--- src/rtl/lsq_mem_arbiter.sv ---
// rtl/lsq_mem_arbiter.sv - load/store queue arbiter onto the single data-cache port
// Optional feature macro: LSQ_MEM_ARB_PERF_EN (adds saturating perf counters)
module lsq_mem_arbiter #(
  parameter int ADDR_W = 32,
  parameter int DATA_W = 32,
  parameter int MASK_W = 4
) (
  input  logic              clk,
  input  logic              rst,
  input  logic              flush,
  input  logic              load_req,
  input  logic [ADDR_W-1:0] load_addr,
  input  logic [MASK_W-1:0] load_rmask,
  output logic              load_ack,
  output logic [DATA_W-1:0] load_rdata,
  input  logic              store_req,
  input  logic [ADDR_W-1:0] store_addr,
  input  logic [MASK_W-1:0] store_wmask,
  input  logic [DATA_W-1:0] store_wdata,
  output logic              store_ack,
  output logic [ADDR_W-1:0] dmem_addr,
  output logic [MASK_W-1:0] dmem_rmask,
  output logic [MASK_W-1:0] dmem_wmask,
  output logic [DATA_W-1:0] dmem_wdata,
  input  logic [DATA_W-1:0] dmem_rdata,
  input  logic              dmem_resp,
  output logic              busy
`ifdef LSQ_MEM_ARB_PERF_EN
  ,
  output logic [31:0]       perf_load_cnt,
  output logic [31:0]       perf_store_cnt,
  output logic [15:0]       perf_drop_cnt
`endif
);

  typedef enum logic [2:0] {
    IDLE, LOAD_REQ, LOAD_WAIT, STORE_REQ, STORE_WAIT, DRAIN
  } state_t;

  state_t            state_q, state_d;
  logic              last_grant_store;
  logic [ADDR_W-1:0] addr_q;
  logic [MASK_W-1:0] rmask_q;
  logic [MASK_W-1:0] wmask_q;
  logic [DATA_W-1:0] wdata_q;

  logic load_elig, store_elig;
  logic grant_load, grant_store;
  logic load_done, store_done, resp_drop;

  // A requester whose ack is high this cycle is stale and must not be re-granted.
  assign load_elig  = load_req  && !load_ack;
  assign store_elig = store_req && !store_ack;

  // Cache port is driven from latched registers; masks only in the request cycle.
  assign dmem_addr  = addr_q;
  assign dmem_wdata = wdata_q;
  assign dmem_rmask = (state_q == LOAD_REQ)  ? rmask_q : '0;
  assign dmem_wmask = (state_q == STORE_REQ) ? wmask_q : '0;
  assign busy       = (state_q != IDLE);

  // Next-state logic: round-robin grant in IDLE, response and flush handling elsewhere.
  always_comb begin
    state_d     = state_q;
    grant_load  = 1'b0;
    grant_store = 1'b0;
    load_done   = 1'b0;
    store_done  = 1'b0;
    resp_drop   = 1'b0;
    case (state_q)
      IDLE: begin
        if (!flush) begin
          if (load_elig && store_elig) begin
            if (last_grant_store) grant_load  = 1'b1;
            else                  grant_store = 1'b1;
          end else if (load_elig) begin
            grant_load = 1'b1;
          end else if (store_elig) begin
            grant_store = 1'b1;
          end
          if (grant_load)  state_d = LOAD_REQ;
          if (grant_store) state_d = STORE_REQ;
        end
      end
      LOAD_REQ, LOAD_WAIT: begin
        if (dmem_resp) begin
          state_d = IDLE;
          if (flush) resp_drop = 1'b1;
          else       load_done = 1'b1;
        end else if (flush) begin
          state_d = DRAIN;
        end else begin
          state_d = LOAD_WAIT;
        end
      end
      STORE_REQ, STORE_WAIT: begin
        if (dmem_resp) begin
          state_d    = IDLE;
          store_done = 1'b1;
        end else begin
          state_d = STORE_WAIT;
        end
      end
      DRAIN: begin
        if (dmem_resp) begin
          state_d   = IDLE;
          resp_drop = 1'b1;
        end
      end
      default: state_d = IDLE;
    endcase
  end

  // State, latched request fields, registered acks and load data.
  always_ff @(posedge clk or posedge rst) begin
    if (rst) begin
      state_q          <= IDLE;
      last_grant_store <= 1'b0;
      addr_q           <= '0;
      rmask_q          <= '0;
      wmask_q          <= '0;
      wdata_q          <= '0;
      load_ack         <= 1'b0;
      store_ack        <= 1'b0;
      load_rdata       <= '0;
    end else begin
      state_q   <= state_d;
      load_ack  <= load_done;
      store_ack <= store_done;
      if (load_done) load_rdata <= dmem_rdata;
      if (grant_load) begin
        addr_q           <= load_addr;
        rmask_q          <= load_rmask;
        wmask_q          <= '0;
        last_grant_store <= 1'b0;
      end else if (grant_store) begin
        addr_q           <= store_addr;
        rmask_q          <= '0;
        wmask_q          <= store_wmask;
        wdata_q          <= store_wdata;
        last_grant_store <= 1'b1;
      end
    end
  end

`ifdef LSQ_MEM_ARB_PERF_EN
  // Saturating completion/drop counters; flush never clears them.
  always_ff @(posedge clk or posedge rst) begin
    if (rst) begin
      perf_load_cnt  <= '0;
      perf_store_cnt <= '0;
      perf_drop_cnt  <= '0;
    end else begin
      if (load_done && (perf_load_cnt != '1))   perf_load_cnt  <= perf_load_cnt + 32'd1;
      if (store_done && (perf_store_cnt != '1)) perf_store_cnt <= perf_store_cnt + 32'd1;
      if (resp_drop && (perf_drop_cnt != '1))   perf_drop_cnt  <= perf_drop_cnt + 16'd1;
    end
  end
`endif

endmodule

--- config.mk ---
export PLATFORM = sky130hd
export DESIGN_NAME = lsq_mem_arbiter
export DESIGN_NICKNAME = d
export VERILOG_FILES = /design/src/rtl/lsq_mem_arbiter.sv
export SDC_FILE = /design/constraint.sdc
export NUM_CORES = 1
export LEC_CHECK = 0
export ABC_AREA = 1
export BUFFER_PORTS_ARGS = -buffer_cell sky130_fd_sc_hd__buf_4
export CELL_PAD_IN_SITES_DETAIL_PLACEMENT = 1
export CELL_PAD_IN_SITES_GLOBAL_PLACEMENT = 2
export CORE_MARGIN = 5
export CORE_UTILIZATION = 24
export DETAILED_ROUTE_END_ITERATION = 8
export MAX_ROUTING_LAYER = met4
export PLACE_DENSITY = 0.8
export SKIP_LAST_GASP = 1
export SLEW_MARGIN = 20
export SYNTH_ARGS = -nofsm -noshare
export SYNTH_HDL_FRONTEND = slang
export SYNTH_SLANG_ARGS = --single-unit
export TNS_END_PERCENT = 100
--- constraint.sdc ---
create_clock -name clk -period 4.38 [get_ports clk]
set_input_delay 0.876 -clock clk [delete_from_list [all_inputs] [get_ports clk]]
set_output_delay 0.876 -clock clk [all_outputs]
set_load 0.005 [all_outputs]
# Word-level counts from Yosys, hierarchy flattened
# Index checks and enable logic that the tools add are counted.
[word_totals]
regBits = 110
elab_cells = 68
[op_classes]
eq_ne = 8
reduce_logical = 12
bitwise_logic = 1
n_mux = 38
[op_table]
columns = ["op", "n"]
rows = [
  ["$mux W32", 2],
  ["$mux W4", 6],
  ["$mux W1", 22],
  ["$mux W3", 7],
  ["$pmux W3 S4", 1],
  ["$eq A3 B2 Y1 const B", 2],
  ["$eq A3 B3 Y1 const B", 2],
  ["$ne A2 B2 Y1 const B", 2],
  ["$reduce_or A2 Y1", 2],
  ["$eq A3 B1 Y1 const B", 1],
  ["$logic_and A1 B1 Y1", 3],
  ["$logic_not A3 Y1", 1],
  ["$ne A3 B3 Y1 const B", 1],
  ["$reduce_and A3 Y1", 1],
  ["$reduce_bool A3 Y1", 1],
  ["$logic_not A1 Y1", 2],
  ["$reduce_and A2 Y1", 1],
  ["$reduce_bool A2 Y1", 1],
  ["$not A1 Y1", 1],
]

# Longest topological paths before layout
[logic_depth]
ltp_word = 11
depth_mapped = 9
depth_no_buf = 9

# Worst setup path before layout
# OpenSTA, ideal clock, no wires.
[synth_timing]
path_kind = "input to register"
startpoint = "input port load_req"
endpoint = "register addr_q[0] (netlist: dmem_addr[0])"
arrival_time_ps = 1644
required_ps = 4263
stages = 8
n_path_buf = 1
setup_time_ps = 117
setup_slack_ps = 2619
cell_sequence = "inv_1 > nor2_1 > nand2_1 > nand2_1 > buf_2 > nand3_1 > nand3_1 > nand2_1"
[synth_via]
elab_chain_cells = 8
[synth_lines]
columns = ["element", "line_no", "rtl"]
rows = [
  ["start, declared", "11", "input logic load_req,"],
  ["$logic_and A1 B1 Y1 *", "52", "assign load_elig = load_req && !load_ack;"],
  ["$mux W1 or $logic_and A1 B1 Y1 (tied branches)", "76, 73", ""],
  ["$mux W1", "73", "if (load_elig && store_elig) begin"],
  ["$mux W1", "72", "if (!flush) begin"],
  ["$mux W1", "70", "case (state_q)"],
  ["$mux W1", "72", ""],
  ["$mux W1", "70", ""],
  ["$mux W32 or $reduce_bool A2 Y1 (tied branches)", "n/a", ""],
  ["end signal, assigned", "132", "addr_q <= load_addr;"],
  ["end signal, assigned", "137", "addr_q <= store_addr;"],
  ["end, declared", "42", "logic [ADDR_W-1:0] addr_q;"],
]
# Mark *: on every way between the ends. The rest lies on a longest branch, timed or not. The select of a mux whose other input is x is not followed.
# A chain may end at the register's enable or synchronous reset.

# Worst setup path after layout
[layout_timing]
startpoint = "input port flush"
endpoint = "register load_rdata[3]"
[layout_via]
elab_chain_cells = 3
[layout_lines]
columns = ["element", "line_no", "rtl"]
rows = [
  ["start, declared", "10", "input logic flush,"],
  ["$mux W1", "88", "if (flush) resp_drop = 1'b1;"],
  ["$mux W1", "86", "if (dmem_resp) begin"],
  ["$mux W1", "70", ""],
  ["end signal, assigned", "130", "if (load_done) load_rdata <= dmem_rdata;"],
  ["end, declared", "15", "output logic [DATA_W-1:0] load_rdata,"],
]
# No other way between the ends.

==> metrics.md <==
| Metric | Value |
|---|---|
| Grt ovf | 0 |
| CP endpoint | load_rdata[3] |
| Fin. max-slew vios | 0 |
| Avg Cell Area, Syn | a little under 8 µm² |
| Yosys warning count | 0 |
| H-tree depth | 3 |
| DP HPWL | about 13,000 µm |
| R2r startpoint | state_q[1] |
| Drt wl/cell | about 16 µm |
| P&R area growth vs syn | 47.98% |
| Minimum clock period | 2382 ps |
| Skew-Pair Late Insertion Delay | approximately 350 ps |
| Core area | 20,430 µm² |
| Launch point of the worst path | flush |
| Sequential Power Share | ~39% |
| Port-buffer cells | 248 |
| Clock sinks | 110 |
| DRC | 0 |
| Sequential cell area fraction in the yosys report | a little over half |
| Worst IR Drop VDD | 203.6 µV |
| Crit end category | flop |
| # fillers | approximately 2,500 |
| Relative slew margins | roughly two fifths |
| Power share of the clock group | 20.6% |
| DR pass1 iterations | 4 |
| Power Total | around 4500 µW |
| Hold WS | between 400 and 500 ps |
| TritonCTS clock tree | built |
| Leak pwr | 0.004303 µW |
| Effective utilization at floorplan | between 20% and 30% |
| Antenna-violating nets left | 0 |
| Worst Path Arrival | between 2000 and 3000 ps |
| Initial antenna violation count | 0 |
| Register Area | ~2800 µm² |
| Layout Skew | just over 8 ps |
| Clock root buffer | clkbuf_16 |
| Most frequent cells in the layout | 272 x nand2_1, 252 x buf_4, 110 x dfrtp_1 |
| CTS max path bufs | 2 |
| Worst-path clk slew | 80 ps |
| Critical-path top delay cell | inv_2 |
| Max Fclk | around 420 MHz |
| Design area | 7425 µm² |
| Startpoint types | input pin |
| Reg2reg path depth | 6 |
| Most common cell after layout, fill and taps aside | nand2_1 |
| Vias in the first global route | a little over 5,000 |
| Diode count | 0 |
| Die Area | 23,900 µm² |
| Row count | 52 |
| Kind of critical path | input pin to flop |
| Slew @ Worst Pin | roughly 930 ps |
| Ports | approximately 250 |
| Cts repair resizes | 0 |
| Sw frac | a little over a third |
| Total global-route track usage | 15.24% |
| Worst-path fanout max | 35 |
| First-pass GRT wire length | 28,510 µm |
| Post-Synthesis Cells | approximately 640 |
| Yosys reg bits | 110 |
| Fraction of layout cells with a size suffix above 1 | about a third |
| Slowest stage delay, CP | between 400 and 500 ps |
| Vias | between 4,000 and 5,000 |
| Setup TNS | 0 ps |
| Synthesized cell area | about 5000 µm² |
| Die X | 154.6 µm |
| Reg2reg setup slack | around 2200 ps |
| Crit path cell chain | buf_4, inv_2, nand4_1, buf_4, inv_2, nand2_1, nand2_1 |
| Postcts setup bufs | 0 |
| Combinational power share | 40.9% |
| Status | completed |
| Synth unique cells | 18 |
| Area occupied by multi-input gates | ~1800 µm² |
| Final Hold Vio Count | 0 |
| DRT Wirelength | ~18,000 µm |
| Number of buffers created by CTS | 9 |
| Crit share post-route | 54.39% |
| Dpl cell area | roughly 7100 µm² |
| RSZ-0062 raised after global routing | false |
| Vias/cell | about 4.3 |
| Hold crit path type | flop to flop |
| Total nets after synthesis | 783 |
| Nets | 1,016 |
| Setup violators final | 0 |
| Die Y | roughly 150 µm |
| Placer Congestion | about 0.76 |
| NetSw | 1636 µW |
| P per Cell Area | about 610 nW/µm² |
| Internal power | approximately 2900 µW |
| Max Cap Viol | 0 |
| Worst Path Required | about 4700 ps |
| Initial drt markers | 219 |
| Hold-fix buffers, CTS | 0 |
| R2r endpoint | wmask_q[3] |
| Largest net degree at the start of global routing | just under 70 |
==> worst max-delay path, delay by kind of cell <==
| kind | cells | cell delay (ps) |
|---|---|---|
| buffers and inverters | 4 | 1360 |
| AND/OR/NAND/NOR | 3 | 380 |
==> flip-flops by register name (all words and copies together) (netlist names) <==
name              count
dmem_addr            32
load_rdata           32
dmem_wdata           32
rmask_q               4
store_ack             1
wmask_q               4
state_q               3
load_ack              1
last_grant_store      1
==> through the flow <==
step                worst slack [ps]  cells  util (%)
global route                    1825   1149     36.34
floorplan                      601.7    641         -
CTS                             1860   1149     36.33
global placement                1519   1133     34.71
detailed placement              1455   1133     34.71
finish                          1998   1149     36.34
==> cell families (layout without fill, tap and decap cells) <==
kind of cell	count (synthesis)	after routing	share of synthesized area (%)
buffers and inverters	117	355	9.975
AND/OR/NAND/NOR	403	403	34.01
AO/OA/AOI/OAI	11	11	1.147
flip-flops	110	110	54.86
==> cell type report <==
type / count / share of cell area (%)
flip-flops and latches: 110 / 37.07
repair buffers: 253 / 25.75
multi-input cells: 414 / 23.80
well taps: 270 / 4.550
inverters: 86 / 4.382
clock buffers: 10 / 3.219
clock inverters: 6 / 1.230
==> how the worst min path moves through the flow <==
stage	depth (start not counted)	startpoint	slack, ps	endpoint
after floorplan	2	last_grant_store	440	last_grant_store
after CTS	2	dmem_wdata[25]	480	dmem_wdata[25]
after global placement	2	dmem_wdata[1]	460	dmem_wdata[1]
final	2	load_rdata[30]	480	load_rdata[30]
after global routing	2	dmem_wdata[31]	500	dmem_wdata[31]
after detailed placement	2	dmem_wdata[25]	460	dmem_wdata[25]
==> layer usage <==
metal  part of all wire (%)  global-route usage [%]
met5                      0                       -
met4                   0.94                   3.869
met3                    6.8                   4.051
met2                     47                   23.67
met1                     45                   19.89
==> synthesized netlist by cell type <==
cell      count  area share (%)
nor2_8        1            0.40
o21ai_0       8            0.80
dfrtp_1     110              55
buf_2        22             2.2
nand2_4       2            0.45
inv_1        83             6.2
nand3_1     108              11
buf_1         1           0.075
nor2_1       14             1.0
nor2_4        3            0.67
buf_6         3            0.67
o211ai_1      1            0.15
inv_2         3            0.22
nand4_1       2            0.25
clkbuf_1      2            0.15
a21oi_1       2            0.20
buf_4         3            0.45
nand2_1     273              20
==> power by group through the flow <==
stage	Clock (µW)	Sequential [µW]	Combinational, µW
2_1_floorplan	0	1760	822
3_3_place_gp	0	1760	1860
3_5_place_dp	0	1750	1910
4_1_cts	965	1750	1910
5_1_grt	1010	1810	2080
6_report	930	1740	1850
(Power assumes the default switching activity.)
